--- src/rtl/dm_access_ctrl.sv ---
// Load/store sequencer between the MEM stage and a req/ack data memory.
// Optional bus timeout abort enabled by defining DM_TIMEOUT_EN.
//
// state | meaning
// IDLE  | ready for a new access (req_ready=1)
// BUSY  | memory request outstanding, waiting for mem_ack
// RESP  | one-cycle completion pulse on resp_valid
module dm_access_ctrl #(
  parameter int TIMEOUT_CYCLES = 16,
  parameter int CNT_W          = 5
) (
  input  logic        clk,
  input  logic        reset,
  input  logic        req_valid,
  input  logic        req_we,
  input  logic [2:0]  req_op,
  input  logic [31:0] req_addr,
  input  logic [31:0] req_wdata,
  output logic        req_ready,
  output logic        resp_valid,
  output logic [31:0] resp_rdata,
  output logic [1:0]  resp_err,
  output logic        mem_req,
  output logic        mem_we,
  output logic [3:0]  mem_be,
  output logic [31:0] mem_addr,
  output logic [31:0] mem_wdata,
  input  logic        mem_ack,
  input  logic [31:0] mem_rdata
);

  typedef enum logic [1:0] {IDLE, BUSY, RESP} state_t;

  state_t      state;
  logic        we_q;
  logic [2:0]  op_q;
  logic [1:0]  lo_q;

  logic        acc_mis;
  logic [3:0]  acc_be;
  logic [31:0] acc_wdata;
  logic [7:0]  ld_byte;
  logic [15:0] ld_half;
  logic [31:0] ld_data;
  logic        timeout_hit;

  if ((1 << CNT_W) <= TIMEOUT_CYCLES) begin : g_cnt_w_check
    $error("CNT_W too narrow for TIMEOUT_CYCLES");
  end

`ifdef DM_TIMEOUT_EN
  logic [CNT_W-1:0] cnt;
  assign timeout_hit = (cnt == CNT_W'(TIMEOUT_CYCLES - 1));
`else
  assign timeout_hit = 1'b0;
`endif

  // Decode of the incoming request; undefined ops behave as word accesses.
  always_comb begin
    acc_be    = 4'b1111;
    acc_wdata = req_wdata;
    acc_mis   = (req_addr[1:0] != 2'b00);
    case (req_op)
      3'b001, 3'b010: begin
        acc_be    = 4'b0001 << req_addr[1:0];
        acc_wdata = {4{req_wdata[7:0]}};
        acc_mis   = 1'b0;
      end
      3'b011, 3'b100: begin
        acc_be    = req_addr[1] ? 4'b1100 : 4'b0011;
        acc_wdata = {2{req_wdata[15:0]}};
        acc_mis   = req_addr[0];
      end
      default: ;
    endcase
    if (!req_we) acc_wdata = '0;
  end

  always_comb begin
    ld_byte = mem_rdata[{lo_q, 3'b000} +: 8];
    ld_half = lo_q[1] ? mem_rdata[31:16] : mem_rdata[15:0];
    case (op_q)
      3'b001:  ld_data = {24'b0, ld_byte};
      3'b010:  ld_data = {{24{ld_byte[7]}}, ld_byte};
      3'b011:  ld_data = {16'b0, ld_half};
      3'b100:  ld_data = {{16{ld_half[15]}}, ld_half};
      default: ld_data = mem_rdata;
    endcase
    if (we_q) ld_data = '0;
  end

  always_ff @(posedge clk or negedge reset) begin
    if (!reset) begin
      state      <= IDLE;
      req_ready  <= 1'b1;
      resp_valid <= 1'b0;
      resp_rdata <= '0;
      resp_err   <= 2'b00;
      mem_req    <= 1'b0;
      mem_we     <= 1'b0;
      mem_be     <= '0;
      mem_addr   <= '0;
      mem_wdata  <= '0;
      we_q       <= 1'b0;
      op_q       <= '0;
      lo_q       <= '0;
`ifdef DM_TIMEOUT_EN
      cnt        <= '0;
`endif
    end else begin
      resp_valid <= 1'b0;
      case (state)
        IDLE: begin
          if (req_valid) begin
            we_q      <= req_we;
            op_q      <= req_op;
            lo_q      <= req_addr[1:0];
            req_ready <= 1'b0;
            if (acc_mis) begin
              state      <= RESP;
              resp_valid <= 1'b1;
              resp_err   <= 2'b01;
              resp_rdata <= '0;
            end else begin
              state     <= BUSY;
              mem_req   <= 1'b1;
              mem_we    <= req_we;
              mem_be    <= acc_be;
              mem_addr  <= {req_addr[31:2], 2'b00};
              mem_wdata <= acc_wdata;
`ifdef DM_TIMEOUT_EN
              cnt       <= '0;
`endif
            end
          end
        end
        BUSY: begin
          // An ack in the limit cycle takes priority over the timeout.
          if (mem_ack || timeout_hit) begin
            state      <= RESP;
            resp_valid <= 1'b1;
            mem_req    <= 1'b0;
            mem_we     <= 1'b0;
            mem_be     <= '0;
            mem_addr   <= '0;
            mem_wdata  <= '0;
            if (mem_ack) begin
              resp_rdata <= ld_data;
              resp_err   <= 2'b00;
            end else begin
              resp_rdata <= '0;
              resp_err   <= 2'b10;
            end
          end
`ifdef DM_TIMEOUT_EN
          else begin
            cnt <= cnt + 1'b1;
          end
`endif
        end
        RESP: begin
          state     <= IDLE;
          req_ready <= 1'b1;
        end
        default: begin
          state     <= IDLE;
          req_ready <= 1'b1;
        end
      endcase
    end
  end

endmodule

--- config.mk ---
export PLATFORM = sky130hd
export DESIGN_NAME = dm_access_ctrl
export DESIGN_NICKNAME = d
export VERILOG_FILES = /design/src/rtl/dm_access_ctrl.sv
export SDC_FILE = /design/constraint.sdc
export NUM_CORES = 1
export LEC_CHECK = 0
export CAP_MARGIN = 40
export CORE_MARGIN = 4
export CORE_UTILIZATION = 40
export DETAILED_ROUTE_END_ITERATION = 16
export PLACE_DENSITY = 0.88
export REMOVE_ABC_BUFFERS = 1
export SETUP_SLACK_MARGIN = 0.1
export SYNTH_ARGS = -nofsm -noshare
export SYNTH_HDL_FRONTEND = slang
export SYNTH_SLANG_ARGS = --single-unit
export TNS_END_PERCENT = 5
--- constraint.sdc ---
create_clock -name clk -period 1.85 [get_ports clk]
set_input_delay 0.37 -clock clk [delete_from_list [all_inputs] [get_ports clk]]
set_output_delay 0.37 -clock clk [all_outputs]
set_load 0.01 [all_outputs]
* Yosys cells after proc, flatten, opt, wreduce, memory -nomap -nowiden
Index checks and enable logic that the tools add are counted.
** Operators by class
- Equality and inequality tests :: 13
- Shift operators :: 2
- Mux-type cells :: 44
- Bitwise logic cells :: 1
- Reductions and logical operators :: 10
** Operator list (number)
- $mux 32 :: 10
- $pmux 32 s2 :: 4
- $pmux 32 s4 :: 1
- $shiftx 32x6->8 :: 1
- $mux 16 :: 1
- $mux 4 :: 4
- $pmux 4 s2 :: 2
- $eq 3x2->1 const B :: 4
- $mux 2 :: 6
- $pmux 1 s2 :: 5
- $mux 1 :: 9
- $ne 2x2->1 const B :: 4
- $pmux 2 s2 :: 2
- $reduce_and 4->1 :: 2
- $eq 3x1->1 const B :: 2
- $eq 3x3->1 const B :: 2
- $reduce_and 2->1 :: 3
- $reduce_bool 2->1 :: 2
- $reduce_or 2->1 :: 2
- $shl 1x2->4 const A :: 1
- $eq 2x1->1 const B :: 1
- $logic_not 2->1 :: 1
- $not 1->1 :: 1
** Storage, ports and cells
- Register bits :: 114
- Bits of input ports :: 104
- Output and inout bits :: 106
- Logic and storage cells :: 83

* Longest topological paths before layout
Gate-level depths: netlist of the first run.
- Word-level depth :: 7
- Mapped depth :: 9
- Mapped depth without buffers :: 6

* Worst setup path before layout of the first run
No wires, ideal clock.
- Path kind :: input to register
- From :: input port req_op[2]
- To :: register mem_addr[25]
- Setup time :: 0.121 ns
- Arrival time :: 1.865 ns
- Required time :: 1.729 ns
- Slack :: -0.136 ns
- Cell stages on the path :: 8
- Path buffers :: 3
- Cells stage by stage :: buf_4 or3b_1 a21o_1 a21oi_2 a21oi_1 buf_2 buf_2 a22o_1
** Between the ends
- Word-level cells in the longest chain between the ends :: 5
** RTL lines
- start: declaration :: RTL line 16 : input logic [2:0] req_op,
- $eq 3x2->1 (tied with other cells) :: RTL line 63 : case (req_op)
- $reduce_or 2->1 :: RTL line 63
- $pmux 1 s2 * :: RTL line 63
- $ne 2x2->1 (no source line) *
- $reduce_and 4->1 (no source line) *
- end signal: assignment :: RTL line 129 : mem_addr <= {req_addr[31:2], 2'b00};
- end: declaration :: RTL line 26 : output logic [31:0] mem_addr,
Mark *: on every way between the ends. The rest lies on a longest branch, timed or not.
A chain may end at the register's enable or synchronous reset.

* Worst setup path after layout of the first run
- From :: register op_q[1]
- To :: register resp_rdata[7]
** Between the ends
- Word-level cells in the longest chain between the ends :: 5
** RTL lines
- start: declaration :: RTL line 36 : logic [2:0] op_q;
- start signal: assignment :: RTL line 116 : op_q <= req_op;
- $eq 3x3->1 (tied with other cells) :: RTL line 82 : case (op_q)
- $pmux 32 s4 * :: RTL line 82
- $mux 32 * :: RTL line 89 : if (we_q) ld_data = '0;
- $mux 32 * :: RTL line 139 : if (mem_ack || timeout_hit) begin
- $pmux 32 s2 * :: RTL line 112 : case (state)
- end signal: assignment :: RTL line 148 : resp_rdata <= ld_data;
- end: declaration :: RTL line 21 : output logic [31:0] resp_rdata,
Mark *: on every way between the ends. The rest lies on a longest branch, timed or not. The select of a mux whose other input is x is not followed.

==> insert_results.sql, run 1 <==
INSERT INTO impl_metrics (metric_group, metric, value, unit) VALUES
('status', 'status', 'complete, no violations', ''),
('critical_path', 'worst_ep_required_time', '2.08', 'ns'),
('critical_path', 'critical_path.endpoint_type', 'flop', ''),
('placement', 'routability_driven_placement_congestion_ratio', '0.913', ''),
('power_and_ir_drop', 'power_leakage', '0.00362', 'µW'),
('synthesis', 'post_synth_edffs', '0', ''),
('grt', 'grt_pass1_vias', '5496', ''),
('floorplanning', 'std_cell_rows', '41', ''),
('synthesis', 'synth_area', '5330', 'µm²'),
('finish', 'sequential_cell_area', '2780', 'µm²'),
('critical_path', 'r2r-end', 'resp_rdata[7]', ''),
('clock_network', 'cts.clk_slew.worst_paths', '0.08', 'ns'),
('sta', 'timing.slew.headroom', '0.644', ''),
('grt', 'globalRouteTotalUtil', '0.238', ''),
('placement', 'hpwlAfterDp', '13300', 'µm'),
('sta', 'timing.final.setup_violations', '0', ''),
('sta', 'final.setup_skew', '0.00911', 'ns'),
('placement', 'buffer_ports.inserted', '206', ''),
('sta', 'worstMarginPinSlew', '0.534', 'ns'),
('floorplanning', 'ioPinCount', '210', ''),
('floorplanning', 'dieArea', '15200', 'µm²'),
('clock_network', 'cts.root.buffer_cell', 'sky130_fd_sc_hd__clkbuf_16', ''),
('grt', 'number_of_antenna_violations_at_the_first_check_in_global_routing', '1', ''),
('finish', 'multi_input_area', '2430', 'µm²'),
('floorplanning', 'die_x', '123', 'µm'),
('critical_path', 'crit_slowest_cell', 'sky130_fd_sc_hd__or3b_2', ''),
('routing', 'dr.pass1.iters', '5', ''),
('synthesis', 'synth_area_leader_cell', 'sky130_fd_sc_hd__dfrtp_1', ''),
('clock_network', 'tritoncts.num_buffers', '9', ''),
('critical_path', 'worstPathArrival', '1.98', 'ns'),
('clock_network', 'numClockSinks', '111', ''),
('clock_network', 'tritoncts', 'built', ''),
('routing', 'route.detailed.wl_per_inst', '19.0', 'µm'),
('sta', 'max_freq', '574', 'MHz'),
('run', 'max_cap_violations', '0', ''),
('sta', 'rsz0062_at_grt', 'true', ''),
('critical_path', 'r2r_setup_slack', '0.11', 'ns'),
('synthesis', 'ys_top_cells_by_area', 'sky130_fd_sc_hd__dfrtp_1 (52%), sky130_fd_sc_hd__a22o_1 (6.2%), sky130_fd_sc_hd__nand2_1 (4.7%), sky130_fd_sc_hd__o21ai_0 (4.0%), sky130_fd_sc_hd__o2bb2ai_1 (3.8%)', ''),
('sta', 'hold_viol_final', '0', ''),
('floorplanning', 'floorplan.initialDensity', '0.416', ''),
('synthesis', 'synthArstFlopShare', '1.00', ''),
('clock_network', 'post_cts_hold_buffer_count', '0', ''),
('sta', 'report.final.slew_viol_count', '0', ''),
('critical_path', 'crit_fanout', '8', ''),
('floorplanning', 'core-area', '12800', 'µm²'),
('synthesis', 'ys_warn_count', '0', ''),
('grt', 'grt_pass1_wl', '28300', 'µm'),
('clock_network', 'cts-root-to-sink-buffers', '2', ''),
('finish', 'area_delta_synth_final', '58.3', '%'),
('clock_network', 'worst_skew_pair.late_latency', '0.35', 'ns'),
('critical_path', 'crit-reg2reg-launch', 'op_q[1]', ''),
('sta', 'finalWorstPathRequiredPeriod', '1.74', 'ns'),
('routing', 'drc', '0', ''),
('routing', 'postRouteAntennaNets', '0', ''),
('placement', 'place_worst_setup_slack', '-0.583', 'ns'),
('sta', 'worst_slack', '0.107', 'ns'),
('critical_path', 'rr_worst_depth', '5', ''),
('synthesis', 'synth_cell_type_count', '47', ''),
('critical_path', 'critPathMaxStageDelay', '0.49', 'ns'),
('floorplanning', 'die_height', '123', 'µm'),
('grt', 'grt_start_max_net_pins', '39', ''),
('finish', 'drive_above_1_share', '0.158', ''),
('clock_network', 'cts_max_level', '3', ''),
('synthesis', 'syn-mean-instance-area', '10.2', 'µm²'),
('grt', 'globalRoute.totalOverflow', '0', ''),
('synthesis', 'number_of_instances_in_the_synthesized_netlist', '523', ''),
('routing', 'iteration_0_drc_count_of_the_detailed_router', '497', ''),
('routing', 'route.detailed.vias_per_inst', '5.64', ''),
('min_path', 'holdCritPathClass', 'input pin to async pin', ''),
('power_and_ir_drop', 'power.density_cell_area', '1230', 'nW/µm²'),
('synthesis', 'synth_largest_type_area_fraction', '0.516', '');
[registers in the layout (all words and copies together) (netlist names)]
| signal | count |
|---|---|
| we_q | 1 |
| mem_wdata | 32 |
| resp_err | 1 |
| mem_addr | 30 |
| resp_valid | 1 |
| mem_req | 1 |
| mem_we | 1 |
| lo_q | 2 |
| mem_be | 4 |
| req_ready | 1 |
| resp_rdata | 32 |
| state | 2 |
| op_q | 3 |
[stage by stage]
step | instances | utilization | setup TNS (ns) | total power (µW)
floorplan | 484 | - | -160.04 | 5560
global placement | 917 | 0.621 | -47.16 | 8190
detailed placement | 917 | 0.621 | -52.93 | 8320
CTS | 943 | 0.656 | 0 | 10400
global route | 945 | 0.659 | 0 | 11000
finish | 945 | 0.659 | 0 | 10400
[what timing repair did]
item                                    in CTS  in global routing
endpoints found under the setup margin     103                 96
pin swaps                                    5                  6
buffers inserted                             6                  1
cloned                                       4                  0
resized for setup                           22                 16
[how the worst max path moves through the flow]
stage	from	endpoint	slack (ns)
2_1_floorplan	req_op[2]	mem_wdata[24]	-2.31
3_3_place_gp	req_op[2]	mem_wdata[2]	-0.51
3_5_place_dp	req_op[2]	mem_addr[2]	-0.58
4_1_cts	req_op[1]	mem_wdata[3]	0.07
5_1_grt	state[1]	resp_rdata[18]	0.03
6_report	op_q[1]	resp_rdata[7]	0.11
[kinds of logic after synthesis]
logic type                after synthesis  share of synthesized area
DFF                                   111                      0.521
buffers and inverters                  46                     0.0396
xor gates and xnor gates                3                    0.00493
and+or+nand+nor                       137                      0.112
muxes                                  28                     0.0551
other                                   1                   0.000703
AOI/OAI and AO/OA                     197                      0.267
[final cells by class]
type / instances / area share
diodes: 1 / 0.000296
clock buffers: 10 / 0.0283
clock inverters: 6 / 0.00607
inverters: 5 / 0.00252
multi-input cells: 369 / 0.287
flip-flops and latches: 111 / 0.329
well taps: 172 / 0.0255
repair buffers: 271 / 0.320
[critical path: cells and delay by family (launching register included)]
kind,cells,cell delay [ns]
simple gates,1,0.49
compound gates,4,0.67
flops,1,0.47
[Yosys cell counts (12+ instances only)]
library cell / instances
sky130_fd_sc_hd__buf_2: 15
sky130_fd_sc_hd__a21oi_1: 25
sky130_fd_sc_hd__nand2_1: 67
sky130_fd_sc_hd__o2bb2ai_1: 23
sky130_fd_sc_hd__o21ai_0: 43
sky130_fd_sc_hd__dfrtp_1: 110
sky130_fd_sc_hd__nor2_1: 39
sky130_fd_sc_hd__clkbuf_1: 16
sky130_fd_sc_hd__mux2i_1: 17
sky130_fd_sc_hd__o221ai_1: 15
sky130_fd_sc_hd__o22ai_1: 12
sky130_fd_sc_hd__a22o_1: 38
sky130_fd_sc_hd__nor2b_1: 12
[cells in the final DEF, fill, tap and decap left out, drive strengths merged, types with 7 or more instances in the layout]
master	n
dfrtp	110
a21oi	28
mux2i	17
nor2b	12
clkdlybuf4s50	199
inv	8
mux2	11
o31ai	9
nor2	40
o21ai	49
a22o	38
o22ai	12
o2bb2ai	23
buf	67
o211ai	7
nand2	67
clkbuf	12
o221ai	15
[routing by layer]
metal  wire length (µm)  track usage  up-vias  share of wire
met1               7150        0.297     2565           0.40
li1                   -            -     2408              -
met5                  0            0        -              0
met2               8630        0.390      310           0.48
met4                548        0.113        0          0.030
met3               1650       0.0572       46          0.091
[where the power goes]
part / switching (µW) / total, µW / internal (µW)
sequential: 549 / 3740 / 3190
clock: 935 / 1910 / 974
combinational: 2140 / 4740 / 2600
Power figures use the tool's default switching activity.
==> run 2, diff against run 1 <==
--- a/config.mk
+++ b/config.mk
@@ -12,6 +12,7 @@
 export PLACE_DENSITY = 0.88
 export REMOVE_ABC_BUFFERS = 1
 export SETUP_SLACK_MARGIN = 0.1
+export SKIP_CTS_REPAIR_TIMING = 1
 export SYNTH_ARGS = -nofsm -noshare
 export SYNTH_HDL_FRONTEND = slang
 export SYNTH_SLANG_ARGS = --single-unit
==> run 2 against run 1 <==
Against the previous run:
- clock power barely moved
- first-iteration DRC count grew 1.6%
- final cell count is 0.74% lower
- sequential power is essentially flat
- worst setup slack lost 0.020 ns
- power decreased by 0.83%
- non-clock buffer count shrank 7
- via count fell by 0.32%
- core utilization decreased by 0.33 points
- critical path type is now input pin to flop
- critical endpoint is now mem_wdata[6]
- largest cell class unchanged
==> insert_results.sql, run 2 (same netlist as run 1, synthesis figures left out) <==
INSERT INTO impl_metrics (metric_group, metric, value, unit) VALUES
('finish', 'mostFrequentLayoutCell', 'sky130_fd_sc_hd__clkdlybuf4s50_1', ''),
('sta', 'timing.final.setup_violations', '0', ''),
('clock_network', 'numClockSinks', '111', ''),
('sta', 'timing.slew.headroom', '0.632', ''),
('status', 'status', 'complete, no violations', ''),
('grt', 'grt_pass1_vias', '5328', ''),
('floorplanning', 'floorplan.initialDensity', '0.416', ''),
('sta', 'report.final.slew_viol_count', '0', ''),
('power_and_ir_drop', 'irDropWorstVdd', '0.681', 'mV'),
('clock_network', 'cts.root.buffer_cell', 'sky130_fd_sc_hd__clkbuf_16', ''),
('critical_path', 'cp-start-kind', 'input pin', ''),
('grt', 'grt_start_max_net_pins', '39', ''),
('finish', 'mostFrequentLayoutCells', 'sky130_fd_sc_hd__clkdlybuf4s50_1 (199), sky130_fd_sc_hd__dfrtp_1 (109), sky130_fd_sc_hd__nand2_1 (66)', ''),
('placement', 'buffer_ports.inserted', '206', ''),
('routing', 'route.detailed.wl_per_inst', '19.1', 'µm'),
('finish', 'drive_above_1_share', '0.141', ''),
('clock_network', 'tritoncts', 'built', ''),
('clock_network', 'cts_max_level', '3', ''),
('power_and_ir_drop', 'power.net_switching', '3600', 'µW'),
('critical_path', 'worst_ep_required_time', '2.09', 'ns'),
('critical_path', 'worstPathArrival', '2.00', 'ns'),
('clock_network', 'cts-root-to-sink-buffers', '2', ''),
('routing', 'via_count', '5312', ''),
('sta', 'max_freq', '567', 'MHz'),
('power_and_ir_drop', 'power.density_cell_area', '1230', 'nW/µm²'),
('critical_path', 'crit-reg2reg-launch', 'lo_q[1]', ''),
('sta', 'timing.final.crit_share', '0.953', ''),
('run', 'max_cap_violations', '0', ''),
('placement', 'placedInstanceArea', '7970', 'µm²'),
('placement', 'hpwlAfterDp', '13300', 'µm'),
('floorplanning', 'dieArea', '15200', 'µm²'),
('finish', 'fillers', '983', ''),
('placement', 'place_worst_setup_slack', '-0.583', 'ns'),
('critical_path', 'r2r_setup_slack', '0.10', 'ns'),
('floorplanning', 'die_x', '123', 'µm'),
('finish', 'area_delta_synth_final', '57.5', '%'),
('floorplanning', 'std_cell_rows', '41', ''),
('critical_path', 'crit_start', 'req_op[0]', ''),
('critical_path', 'worst-setup-path-type', 'input pin to flop', ''),
('finish', 'largestRegisters', 'mem_wdata: 32 flops, resp_rdata: 32 flops, mem_addr: 30 flops', ''),
('placement', 'routability_driven_placement_congestion_ratio', '0.913', ''),
('finish', 'postLayoutCoreUtil', '0.655', ''),
('grt', 'globalRoute.totalOverflow', '0', ''),
('finish', 'fin_area', '8400', 'µm²'),
('clock_network', 'tritoncts.num_buffers', '9', ''),
('routing', 'route.detailed.vias_per_inst', '5.66', ''),
('sta', 'final.setup_skew', '0.00991', 'ns'),
('power_and_ir_drop', 'power.clock.fraction', '0.186', ''),
('power_and_ir_drop', 'swShare', '0.350', ''),
('routing', 'dr.pass1.iters', '5', ''),
('clock_network', 'cts.clk_slew.worst_paths', '0.08', 'ns'),
('routing', 'drc', '0', ''),
('finish', 'design.final.nets', '864', ''),
('sta', 'finalWorstPathRequiredPeriod', '1.76', 'ns'),
('power_and_ir_drop', 'power.share.sequential', '0.361', ''),
('routing', 'postRouteAntennaNets', '0', ''),
('critical_path', 'critical_path.endpoint_type', 'flop', ''),
('grt', 'globalRouteTotalUtil', '0.230', ''),
('floorplanning', 'ioPinCount', '210', ''),
('sta', 'rsz0062_at_grt', 'true', ''),
('min_path', 'holdCritPathClass', 'input pin to async pin', ''),
('sta', 'worst_slack', '0.0873', 'ns'),
('critical_path', 'crit_fanout', '5', ''),
('sta', 'hold_viol_final', '0', ''),
('sta', 'worstMarginPinSlew', '0.548', 'ns'),
('floorplanning', 'die_height', '123', 'µm'),
('grt', 'grt_pass1_wl', '27400', 'µm'),
('routing', 'iteration_0_drc_count_of_the_detailed_router', '505', ''),
('sta', 'total_negative_setup_slacks', '0', 'ns'),
('grt', 'number_of_antenna_violations_at_the_first_check_in_global_routing', '1', ''),
('power_and_ir_drop', 'power_leakage', '0.00362', 'µW'),
('sta', 'finalHoldWorstSlack', '0.00668', 'ns'),
('power_and_ir_drop', 'internal_power', '6700', 'µW'),
('clock_network', 'worst_skew_pair.late_latency', '0.35', 'ns'),
('floorplanning', 'core-area', '12800', 'µm²'),
('power_and_ir_drop', 'comb_power_share', '0.453', ''),
('routing', 'drt-total-wl', '17900', 'µm');
-- run 2: worst paths after layout --
path,endpoint,cells after the start
max in group asynchronous,lo_q[0],2
worst min register to register,resp_rdata[26],2
worst min-delay path,mem_addr[6],1
min in group clk,op_q[1],4
worst max register to register,resp_rdata[16],6
worst max-delay path,mem_wdata[6],8
-- run 2: power groups by stage --
stage / Sequential [µW] / Clock [µW] / Combinational [µW]
after floorplan: 4040 / 0 / 1510
after global placement: 3730 / 0 / 4460
after detailed placement: 3730 / 0 / 4590
after CTS: 3720 / 1930 / 4600
after global routing: 3820 / 2040 / 5030
final: 3720 / 1910 / 4670
-- run 2: stage by stage --
step           instances  power (µW)
2_1_floorplan        484        5560
3_3_place_gp         917        8190
3_5_place_dp         917        8320
4_1_cts              933       10200
5_1_grt              938       10900
6_report             938       10300
-- run 2: routing by layer --
metal / up-vias / share of wire / GRT usage
li1: 2394 / - / -
met1: 2566 / 0.40 / 0.289
met5: - / 0 / 0
met4: 0 / 0.023 / 0.0907
met2: 318 / 0.49 / 0.382
met3: 34 / 0.094 / 0.0567
-- run 2: cell type report --
class | instances | area (µm²) | share of cell area
sequential | 111 | 2780 | 0.331
timing repair buffer | 264 | 2660 | 0.316
multi-input combinational | 369 | 2430 | 0.290
clock buffer | 10 | 239 | 0.0284
tap | 172 | 215 | 0.0256
clock inverter | 6 | 51.3 | 0.00610
inverter | 5 | 21.3 | 0.00253
antenna | 1 | 2.50 | 0.000298
-- run 2: critical path: stages --
cell                             delay (ns)
sky130_fd_sc_hd__dlymetal6s2s_1        0.16
sky130_fd_sc_hd__buf_4                 0.16
sky130_fd_sc_hd__and2_1                0.19
sky130_fd_sc_hd__a211o_4               0.38
sky130_fd_sc_hd__a21oi_4               0.25
sky130_fd_sc_hd__a21oi_4               0.11
sky130_fd_sc_hd__buf_4                 0.17
sky130_fd_sc_hd__a22o_1                0.22
==> run 3, diff against run 2 <==
--- a/config.mk
+++ b/config.mk
@@ -5,7 +5,7 @@
 export SDC_FILE = /design/constraint.sdc
 export NUM_CORES = 1
 export LEC_CHECK = 0
-export CAP_MARGIN = 40
+export CAP_MARGIN = 20
 export CORE_MARGIN = 4
 export CORE_UTILIZATION = 40
 export DETAILED_ROUTE_END_ITERATION = 16
==> results of run 3 <==
Final layout, timing and power as in run 2 (identical DEF).
